$ cat src/rtl/focus_sweep_ctrl.sv
// Autofocus engine: windowed luma-gradient sharpness score per frame, driving a
// coarse-then-fine VCM lens sweep that settles on the sharpest position.
module focus_sweep_ctrl #(
    parameter int STEP_W = 10,
    parameter int ACC_W  = 32,
    parameter int CNT_W  = 12,
    parameter int COARSE = 32,
    parameter int FINE   = 4
) (
    input  logic              VIDEO_CLK,
    input  logic              RESET_N,
    input  logic              VIDEO_VS,
    input  logic              VIDEO_DE,
    input  logic [7:0]        iY,
    input  logic [CNT_W-1:0]  WIN_X0,
    input  logic [CNT_W-1:0]  WIN_X1,
    input  logic [CNT_W-1:0]  WIN_Y0,
    input  logic [CNT_W-1:0]  WIN_Y1,
    input  logic [3:0]        SETTLE_FRAMES,
    input  logic              START,
    input  logic              ABORT,
    output logic [STEP_W-1:0] STEP,
    output logic [15:0]       VCM_DATA,
    output logic [ACC_W-1:0]  SCORE,
    output logic              SCORE_VALID,
    output logic [STEP_W-1:0] BEST_STEP,
    output logic [ACC_W-1:0]  BEST_SCORE,
    output logic              BUSY,
    output logic              DONE
);

    localparam int               VCM_LSB  = 14 - STEP_W;
    localparam logic [STEP_W:0]  STEP_MAX = {1'b0, {STEP_W{1'b1}}};
    localparam logic [STEP_W:0]  COARSE_C = (STEP_W + 1)'(COARSE);
    localparam logic [STEP_W:0]  FINE_C   = (STEP_W + 1)'(FINE);
    localparam logic [CNT_W-1:0] CNT_ONE  = 1;

    typedef enum logic [2:0] {
        S_IDLE,
        S_SETTLE,
        S_MEASURE,
        S_EVAL,
        S_FINISH
    } state_t;

    // ------------------------------------------------------------------
    // Video front end: frame event, raster counters, gradient accumulator
    // ------------------------------------------------------------------
    logic              vs_q_reg;
    logic              fe_reg;
    logic              de_q_reg;
    logic [CNT_W-1:0]  h_reg;
    logic [CNT_W-1:0]  v_reg;
    logic [7:0]        y_reg;
    logic [7:0]        y_prev_reg;
    logic              pix_en_reg;
    logic              pix_first_reg;
    logic [ACC_W-1:0]  acc_reg;
    logic [ACC_W-1:0]  score_reg;
    logic              score_valid_reg;

    logic              fe_edge;
    logic              in_win;
    logic [7:0]        grad;
    logic [ACC_W:0]    acc_sum;
    logic [ACC_W-1:0]  acc_sat;

    assign fe_edge = vs_q_reg & ~VIDEO_VS;
    assign in_win  = VIDEO_DE &&
                     (h_reg >= WIN_X0) && (h_reg <= WIN_X1) &&
                     (v_reg >= WIN_Y0) && (v_reg <= WIN_Y1);

    // The first in-window pixel of a line has no in-window neighbour to diff against.
    always_comb begin
        grad = 8'd0;
        if (!pix_first_reg) begin
            grad = (y_reg >= y_prev_reg) ? (y_reg - y_prev_reg) : (y_prev_reg - y_reg);
        end
    end

    assign acc_sum = {1'b0, acc_reg} + {{(ACC_W - 7){1'b0}}, grad};
    assign acc_sat = acc_sum[ACC_W] ? {ACC_W{1'b1}} : acc_sum[ACC_W-1:0];

    always_ff @(posedge VIDEO_CLK or negedge RESET_N) begin
        if (!RESET_N) begin
            vs_q_reg        <= 1'b0;
            fe_reg          <= 1'b0;
            de_q_reg        <= 1'b0;
            h_reg           <= '0;
            v_reg           <= '0;
            y_reg           <= '0;
            y_prev_reg      <= '0;
            pix_en_reg      <= 1'b0;
            pix_first_reg   <= 1'b0;
            acc_reg         <= '0;
            score_reg       <= '0;
            score_valid_reg <= 1'b0;
        end else begin
            vs_q_reg      <= VIDEO_VS;
            fe_reg        <= fe_edge;
            de_q_reg      <= VIDEO_DE;
            h_reg         <= VIDEO_DE ? (h_reg + CNT_ONE) : '0;
            pix_en_reg    <= in_win;
            pix_first_reg <= (h_reg == WIN_X0);
            if (fe_edge) begin
                v_reg <= '0;
            end else if (de_q_reg && !VIDEO_DE) begin
                v_reg <= v_reg + CNT_ONE;
            end
            if (VIDEO_DE) begin
                y_reg      <= iY;
                y_prev_reg <= y_reg;
            end
            // Score snapshots the accumulator as it stood before this cycle's pixel.
            if (fe_edge) begin
                score_reg       <= acc_reg;
                score_valid_reg <= 1'b1;
                acc_reg         <= '0;
            end else begin
                score_valid_reg <= 1'b0;
                if (pix_en_reg) begin
                    acc_reg <= acc_sat;
                end
            end
        end
    end

    // ------------------------------------------------------------------
    // Search FSM
    // ------------------------------------------------------------------
    state_t            state_reg,      state_next;
    logic [3:0]        cnt_reg,        cnt_next;
    logic              phase_reg,      phase_next;
    logic [STEP_W:0]   hi_reg,         hi_next;
    logic [STEP_W:0]   inc_reg,        inc_next;
    logic [STEP_W-1:0] step_reg,       step_next;
    logic [STEP_W-1:0] best_step_reg,  best_step_next;
    logic [ACC_W-1:0]  best_score_reg, best_score_next;
    logic [15:0]       vcm_data_reg,   vcm_data_next;

    logic [STEP_W:0]   step_sum;
    logic [STEP_W:0]   best_ext;
    logic [STEP_W:0]   fine_lo;
    logic [STEP_W:0]   fine_hi_sum;
    logic [STEP_W:0]   fine_hi;

    // All sweep arithmetic is one bit wider than STEP so nothing wraps.
    assign step_sum    = {1'b0, step_reg} + inc_reg;
    assign best_ext    = {1'b0, best_step_reg};
    assign fine_lo     = (best_ext >= COARSE_C) ? (best_ext - COARSE_C) : '0;
    assign fine_hi_sum = best_ext + COARSE_C;
    assign fine_hi     = (fine_hi_sum > STEP_MAX) ? STEP_MAX : fine_hi_sum;

    always_comb begin
        state_next      = state_reg;
        cnt_next        = cnt_reg;
        phase_next      = phase_reg;
        hi_next         = hi_reg;
        inc_next        = inc_reg;
        step_next       = step_reg;
        best_step_next  = best_step_reg;
        best_score_next = best_score_reg;
        if (ABORT) begin
            state_next = S_IDLE;
        end else begin
            case (state_reg)
                S_IDLE: begin
                    if (START) begin
                        step_next       = '0;
                        best_score_next = '0;
                        best_step_next  = '0;
                        phase_next      = 1'b0;
                        hi_next         = STEP_MAX;
                        inc_next        = COARSE_C;
                        cnt_next        = 4'd0;
                        state_next      = S_SETTLE;
                    end
                end
                S_SETTLE: begin
                    if (fe_reg) begin
                        if (cnt_reg == SETTLE_FRAMES) begin
                            state_next = S_MEASURE;
                        end else begin
                            cnt_next = cnt_reg + 4'd1;
                        end
                    end
                end
                S_MEASURE: begin
                    if (fe_reg) begin
                        if (score_reg > best_score_reg) begin
                            best_score_next = score_reg;
                            best_step_next  = step_reg;
                        end
                        state_next = S_EVAL;
                    end
                end
                S_EVAL: begin
                    if (step_sum <= hi_reg) begin
                        step_next  = step_sum[STEP_W-1:0];
                        cnt_next   = 4'd0;
                        state_next = S_SETTLE;
                    end else if (!phase_reg) begin
                        // Bracket the best coarse position and rescan it finely.
                        phase_next = 1'b1;
                        inc_next   = FINE_C;
                        hi_next    = fine_hi;
                        step_next  = fine_lo[STEP_W-1:0];
                        cnt_next   = 4'd0;
                        state_next = S_SETTLE;
                    end else begin
                        step_next  = best_step_reg;
                        state_next = S_FINISH;
                    end
                end
                S_FINISH: begin
                    state_next = S_IDLE;
                end
                default: begin
                    state_next = S_IDLE;
                end
            endcase
        end
    end

    // VCM word: two zero MSBs, STEP left-justified in [13:VCM_LSB], zero pad below.
    genvar gi;
    generate
        for (gi = 0; gi < 16; gi++) begin : g_vcm
            if (gi >= VCM_LSB && gi <= 13) begin : g_step
                assign vcm_data_next[gi] = step_next[gi - VCM_LSB];
            end else begin : g_pad
                assign vcm_data_next[gi] = 1'b0;
            end
        end
    endgenerate

    always_ff @(posedge VIDEO_CLK or negedge RESET_N) begin
        if (!RESET_N) begin
            state_reg      <= S_IDLE;
            cnt_reg        <= 4'd0;
            phase_reg      <= 1'b0;
            hi_reg         <= '0;
            inc_reg        <= '0;
            step_reg       <= '0;
            best_step_reg  <= '0;
            best_score_reg <= '0;
            vcm_data_reg   <= '0;
        end else begin
            state_reg      <= state_next;
            cnt_reg        <= cnt_next;
            phase_reg      <= phase_next;
            hi_reg         <= hi_next;
            inc_reg        <= inc_next;
            step_reg       <= step_next;
            best_step_reg  <= best_step_next;
            best_score_reg <= best_score_next;
            vcm_data_reg   <= vcm_data_next;
        end
    end

    assign STEP        = step_reg;
    assign VCM_DATA    = vcm_data_reg;
    assign SCORE       = score_reg;
    assign SCORE_VALID = score_valid_reg;
    assign BEST_STEP   = best_step_reg;
    assign BEST_SCORE  = best_score_reg;
    assign BUSY        = (state_reg != S_IDLE);
    assign DONE        = (state_reg == S_FINISH);

endmodule

$ cat config.mk
export PLATFORM = sky130hd
export DESIGN_NAME = focus_sweep_ctrl
export DESIGN_NICKNAME = d
export VERILOG_FILES = /design/src/rtl/focus_sweep_ctrl.sv
export SDC_FILE = /design/constraint.sdc
export NUM_CORES = 1
export LEC_CHECK = 0
export CAP_MARGIN = 20
export CORE_UTILIZATION = 50
export CTS_BUF_LIST = sky130_fd_sc_hd__clkbuf_4 sky130_fd_sc_hd__clkbuf_8 sky130_fd_sc_hd__clkbuf_16
export DETAILED_ROUTE_END_ITERATION = 12
export PLACE_DENSITY = 0.87
export REMOVE_ABC_BUFFERS = 1
export SLEW_MARGIN = 15
export SYNTH_ARGS = -nofsm -noshare
export SYNTH_HDL_FRONTEND = slang
export SYNTH_SLANG_ARGS = --single-unit
export TNS_END_PERCENT = 50
$ cat constraint.sdc
create_clock -name VIDEO_CLK -period 3.73 [get_ports VIDEO_CLK]
set_input_delay 0.746 -clock VIDEO_CLK [delete_from_list [all_inputs] [get_ports VIDEO_CLK]]
set_output_delay 0.746 -clock VIDEO_CLK [all_outputs]
set_load 0.02 [all_outputs]
# Word-level counts from Yosys, hierarchy flattened

Index checks and enable logic that the tools add are counted.

Output and inout port bits: 103
Bits in registers: 192
Logic and storage cells: 126

Order comparisons: 9
Multiplexer cells: 48
Add/sub/neg operators: 9
Bitwise logic cells: 3
Reductions and logical operators: 19
Equality and inequality tests: 18

Operators by type and width:

| operator              | count |
|---|---|
| $mux 32               | 6 |
| $mux 11               | 7 |
| $mux 10               | 7 |
| $pmux 32 s2           | 1 |
| $pmux 11 s2           | 2 |
| $pmux 10 s2           | 2 |
| $mux 12               | 3 |
| $add 32x8->33         | 1 |
| $gt 32x32->1          | 1 |
| $add 12x1->12 const B | 2 |
| $ge 12x12->1          | 2 |
| $le 12x12->1          | 2 |
| $mux 3                | 7 |
| $mux 4                | 5 |
| $mux 8                | 2 |
| $sub 8x8->8           | 2 |
| $ne 3x3->1 const B    | 5 |
| $ne 2x2->1 const B    | 7 |
| $eq 12x12->1          | 1 |
| $pmux 3 s4            | 1 |
| $pmux 4 s3            | 1 |
| $add 10x11->11        | 1 |
| $add 10x6->11 const B | 1 |
| $gt 11x10->1 const B  | 1 |
| other kinds (22)      | 36 |

# Longest topological paths before layout

Depth after elaboration: 7
Mapped depth: 21
Depth with buffers taken out: 19

# Worst setup path after synthesis

Ideal clock, no wire load.

Path kind: register to register
From: reg y_reg[0]
To: reg acc_reg[28]
Slack: -0.307 ns
Required time: 3.598 ns
Data arrival time: 3.905 ns
Buffers on the path: 2
Cell stages (with the launch flop): 20
Clock period less this slack: 4.037 ns
Cells stage by stage: dfrtp_1 -> inv_1 -> ha_1 -> inv_1 -> fa_1 -> a21oi_1 -> a21oi_1 -> o41a_1 -> buf_6 -> mux2i_1 -> a21oi_1 -> mux2_1 -> ha_1 -> nand3_1 -> nor3_1 -> o21a_1 -> buf_2 -> nand4_1 -> mux2i_1 -> nor2_1

Word-level cells in the longest chain between the ends: 7

Ends and longest elaborated chain:

| element                                   | RTL line | source |
|---|---|---|
| start, declared                           | 54       | `logic [7:0] y_reg;` |
| start signal, assigned                    | 111      | `y_reg <= iY;` |
| $sub 8x8->8 or $ge 8x8->1 (tied branches) | 77       | `grad = (y_reg >= y_prev_reg) ? (y_reg - y_prev_reg) : (y_prev_reg - y_reg);` |
| $mux 8 (*)                                | 77       |  |
| $mux 8 (*)                                | 76       | `if (!pix_first_reg) begin` |
| $add 32x8->33 (*)                         | 81       | `assign acc_sum = {1'b0, acc_reg} + {{(ACC_W - 7){1'b0}}, grad};` |
| $mux 32 (*)                               | 82       | `assign acc_sat = acc_sum[ACC_W] ? {ACC_W{1'b1}} : acc_sum[ACC_W-1:0];` |
| $mux 32 (*)                               | 121      | `if (pix_en_reg) begin` |
| $mux 32 (*)                               | 115      | `if (fe_edge) begin` |
| end signal, assigned                      | 122      | `acc_reg <= acc_sat;` |
| end, declared                             | 58       | `logic [ACC_W-1:0] acc_reg;` |

Every way passes the cells marked *; elsewhere a longest branch is shown, timed or not. The select of a mux whose other input is x is not followed.
A chain may end at the register's enable or synchronous reset.

# Worst setup path after layout

From: reg y_reg[0]
To: reg acc_reg[7]

Same word-level chain as after synthesis.

==> impl_metrics.ini <==
[run_status]
status = complete, but fails checks
violations = setup timing

[global_routing]
grt.total_usage = 0.2778
grt_pass1_wl_mm = 52.65
grt_max_degree = 79
grt_pass1_vias = 10585
overflow = 0
antenna_found_initial = 0

[yosys]
async_reset_ff_frac = 1.000
synth_seq_cells = 182
synth_seq_area_share = 0.3918
syn_avg_cell_area_um2 = 9.139
synthFlopType = dfrtp_1
syn_inst = 1272
syn_area_um2 = 11620
synth_warnings = 0
synth_edf_count = 0
synth_cell_type_count = 80

[setup_path]
critPathBufInv = 4
r2r-start = y_reg[0]$_DFFE_PN0P_
rrSetupSlack_ns = -0.56
rr_endpoint = acc_reg[7]$_DFFE_PN0P_
path_cells = inv_2 > ha_4 > inv_4 > fa_2 > a21oi_4 > a21oi_2 > o41a_1 > buf_6 > mux2i_2 > xor2_1 > nor2_1 > ha_1 > a21o_1 > a21o_1 > a21o_4 > o2111ai_4 > nand2_4 > buf_6 > o221a_4
critPathLaunchType = flip-flop
path_class = flip-flop to flip-flop
arrival_ns = 4.62
max_stage_delay_ns = 0.40
crit_slowest_cell = dfrtp_1
rr_worst_depth = 19
path_max_fanout = 6
worstPathRequired_ns = 4.07
critPathTopFamily = compound AO/OA/AOI/OAI gates
end_kind = flip-flop

[clock_network]
cts_sinks = 182
cts_tree = done
clockBufferDepth = 2
clockRootBuffer = clkbuf_16
cts_buffers = 17
worstSkewPairLatency_ns = 0.46
clk_pin_slew_ns = 0.07
htreeDepth = 4

[floorplan]
num_rows = 55
ioPinCount = 169
initial_core_util = 0.5119
die_height_um = 154.5
dieArea_um2 = 23860
core_area_um2 = 22710
die_x_um = 154.5

[pwr]
finalPower_w = 0.004980
p_sw_frac = 0.2873
seqPwrFrac = 0.411
leakage_nw = 7.602
p_sw_w = 0.001430
ir_drop_mv = 0.3223
powerDensity_nw_per_um2 = 328.4
p_clk_frac = 0.373
intPower_w = 0.003549
p_comb_frac = 0.216

[routing]
wire_per_inst_um = 19.43
drt_iter0_drc = 961
vias = 10706
first_pass_iters = 5
ant_nets = 0
drc_errors = 0
routed_wl_mm = 34.80
vias_per_cell = 5.978

[sta]
tightest_slew_ns = 0.7629
max_freq_ghz = 0.2331
worst_hold_slack_ns = 0.3298
fin_crit_sh = 1.150
rsz0062_at_grt = true
setup_viol = 32
hold_violations = 0
skew_ns = 0.01431
drv_slew = 0
tns_ns = -15.00
final.min_clock_period_ns = 4.289
fin_ws_ns = -0.5592
maxSlewHeadroom = 0.4782

[place]
dp_slack_ns = -0.4253
dp_hpwl_mm = 22.02
gp_congestion = 0.8989
port_buffers = 162

[cells_and_area]
area_delta_synth_final_pct = 30.45
drive_above_1_share = 0.1507
fillCellCount = 1574
diodes = 0
nets = 1685
post-route-util = 0.6678

[worst_hold_path]
hold_class = primary input to asynchronous set/reset pin

[flow_run]
maxCapViolations = 0
==> kinds of logic (layout without fill, tap and decap cells) <==
logic type,after synthesis,count (layout),synth area share
and+or+nand+nor,428,428,0.1767
other,1,6,0.0003226
muxes,57,57,0.04940
adders and majority gates,126,126,0.1376
xor gates and xnor gates,39,39,0.02938
AOI/OAI and AO/OA,243,244,0.1414
buffers and inverters,196,424,0.07340
DFF,182,182,0.3918
==> cell usage after synthesis (4+ instances only) <==
cell type | n | area [µm²]
buf_2 | 7 | 35.03
a2111oi_0 | 5 | 43.79
a211oi_1 | 8 | 60.06
o22a_1 | 10 | 87.58
o21ai_0 | 59 | 295.3
and4_1 | 9 | 78.83
and3_1 | 18 | 112.6
a21o_1 | 34 | 255.2
nor4_1 | 5 | 31.28
a31oi_1 | 11 | 68.82
xnor2_1 | 20 | 175.2
inv_1 | 132 | 495.5
nand3_1 | 32 | 160.2
or2_2 | 5 | 31.28
a21oi_1 | 59 | 295.3
o21a_1 | 6 | 45.04
nor2b_1 | 14 | 87.58
dfrtp_1 | 182 | 4554
or3_1 | 10 | 62.56
a222oi_1 | 4 | 40.04
mux2i_1 | 54 | 540.5
nand4_1 | 29 | 181.4
nor2_1 | 61 | 229.0
nand2_1 | 191 | 716.9
nand2b_1 | 8 | 50.05
buf_4 | 17 | 127.6
clkbuf_1 | 29 | 108.9
a21boi_0 | 4 | 30.03
nor3_1 | 13 | 65.06
a311oi_1 | 5 | 43.79
xor2_1 | 19 | 166.4
ha_1 | 123 | 1539
and2_1 | 14 | 87.58
buf_6 | 6 | 67.56
==> worst register-to-register path, cell delays in order (launching register included) <==
cell and delay, ns:
dfrtp_1 0.40, inv_2 0.09, ha_4 0.13, inv_4 0.03, fa_2 0.37, a21oi_4 0.20, a21oi_2 0.08, o41a_1 0.36
buf_6 0.17, mux2i_2 0.23, xor2_1 0.23, nor2_1 0.08, ha_1 0.30, a21o_1 0.18, a21o_1 0.18, a21o_4 0.24
o2111ai_4 0.37, nand2_4 0.14, buf_6 0.17, o221a_4 0.23
==> what timing repair did <==
action / 4_1_cts / 5_1_grt
gates cloned: 2 / 1
setup buffers: 21 / 4
hold buffers: 0 / 0
resized for setup: 70 / 47
setup endpoints to repair: 32 / 34
pin swaps: 44 / 42
==> final cells by class <==
class                      instances  area (µm²)  share of cell area
clock buffer                      19       452.9             0.02987
clock inverter                    13       143.9            0.009488
inverter                         134       505.5             0.03333
multi-input combinational        900        6685              0.4408
sequential                       182        4554              0.3003
tap                              285       356.6             0.02351
timing repair buffer             258        2466              0.1626
==> how the worst max path moves through the flow <==
stage                              start                       to  slack (ns)  depth (start not counted)
finish              y_reg[0]$_DFFE_PN0P_   acc_reg[7]$_DFFE_PN0P_       -0.56                         19
global route        y_reg[0]$_DFFE_PN0P_   acc_reg[5]$_DFFE_PN0P_       -0.66                         20
CTS                 y_reg[0]$_DFFE_PN0P_  acc_reg[24]$_DFFE_PN0P_       -0.30                         20
detailed placement  y_reg[0]$_DFFE_PN0P_  acc_reg[12]$_DFFE_PN0P_       -0.43                         20
global placement    y_reg[0]$_DFFE_PN0P_  acc_reg[12]$_DFFE_PN0P_       -0.30                         20
floorplan           y_reg[0]$_DFFE_PN0P_  acc_reg[23]$_DFFE_PN0P_       -0.43                         17
==> per-layer routing <==
layer,up-vias,routed length [µm],global-route usage
li1,4833,-,-
met1,5141,13450,0.3256
met5,-,0,0
met4,0,2094,0.1523
met3,170,2332,0.05352
met2,562,16930,0.4799
==> placed cells by master, fill, tap and decap left out, types with 18 or more instances in the layout <==
cell,n
a21o_1,33
a21oi_1,45
buf_4,77
clkbuf_16,18
clkdlybuf4s50_1,161
dfrtp_1,182
ha_1,118
inv_1,129
mux2i_1,53
nand2_1,188
nand3_1,31
nand4_1,29
nor2_1,52
o21ai_0,52
xnor2_1,20
xor2_1,19
==> power groups by stage <==
stage	clock (W)	sequential, W	combinational (W)
final	0.00186	0.00205	0.00107
after global routing	0.00195	0.00205	0.00116
after CTS	0.00186	0.00205	0.000967
after detailed placement	0	0.00208	0.000844
after global placement	0	0.00208	0.000811
after floorplan	0	0.00208	0.000480
==> metrics by stage <==
| stage | std cells | cell area (µm²) |
|---|---|---|
| after floorplan | 1215 | 11290 |
| after global placement | 1733 | 13870 |
| after detailed placement | 1733 | 13870 |
| after CTS | 1788 | 14920 |
| after global routing | 1791 | 15160 |
| final | 1791 | 15160 |
Note: power is estimated with default switching activity, not from simulation.
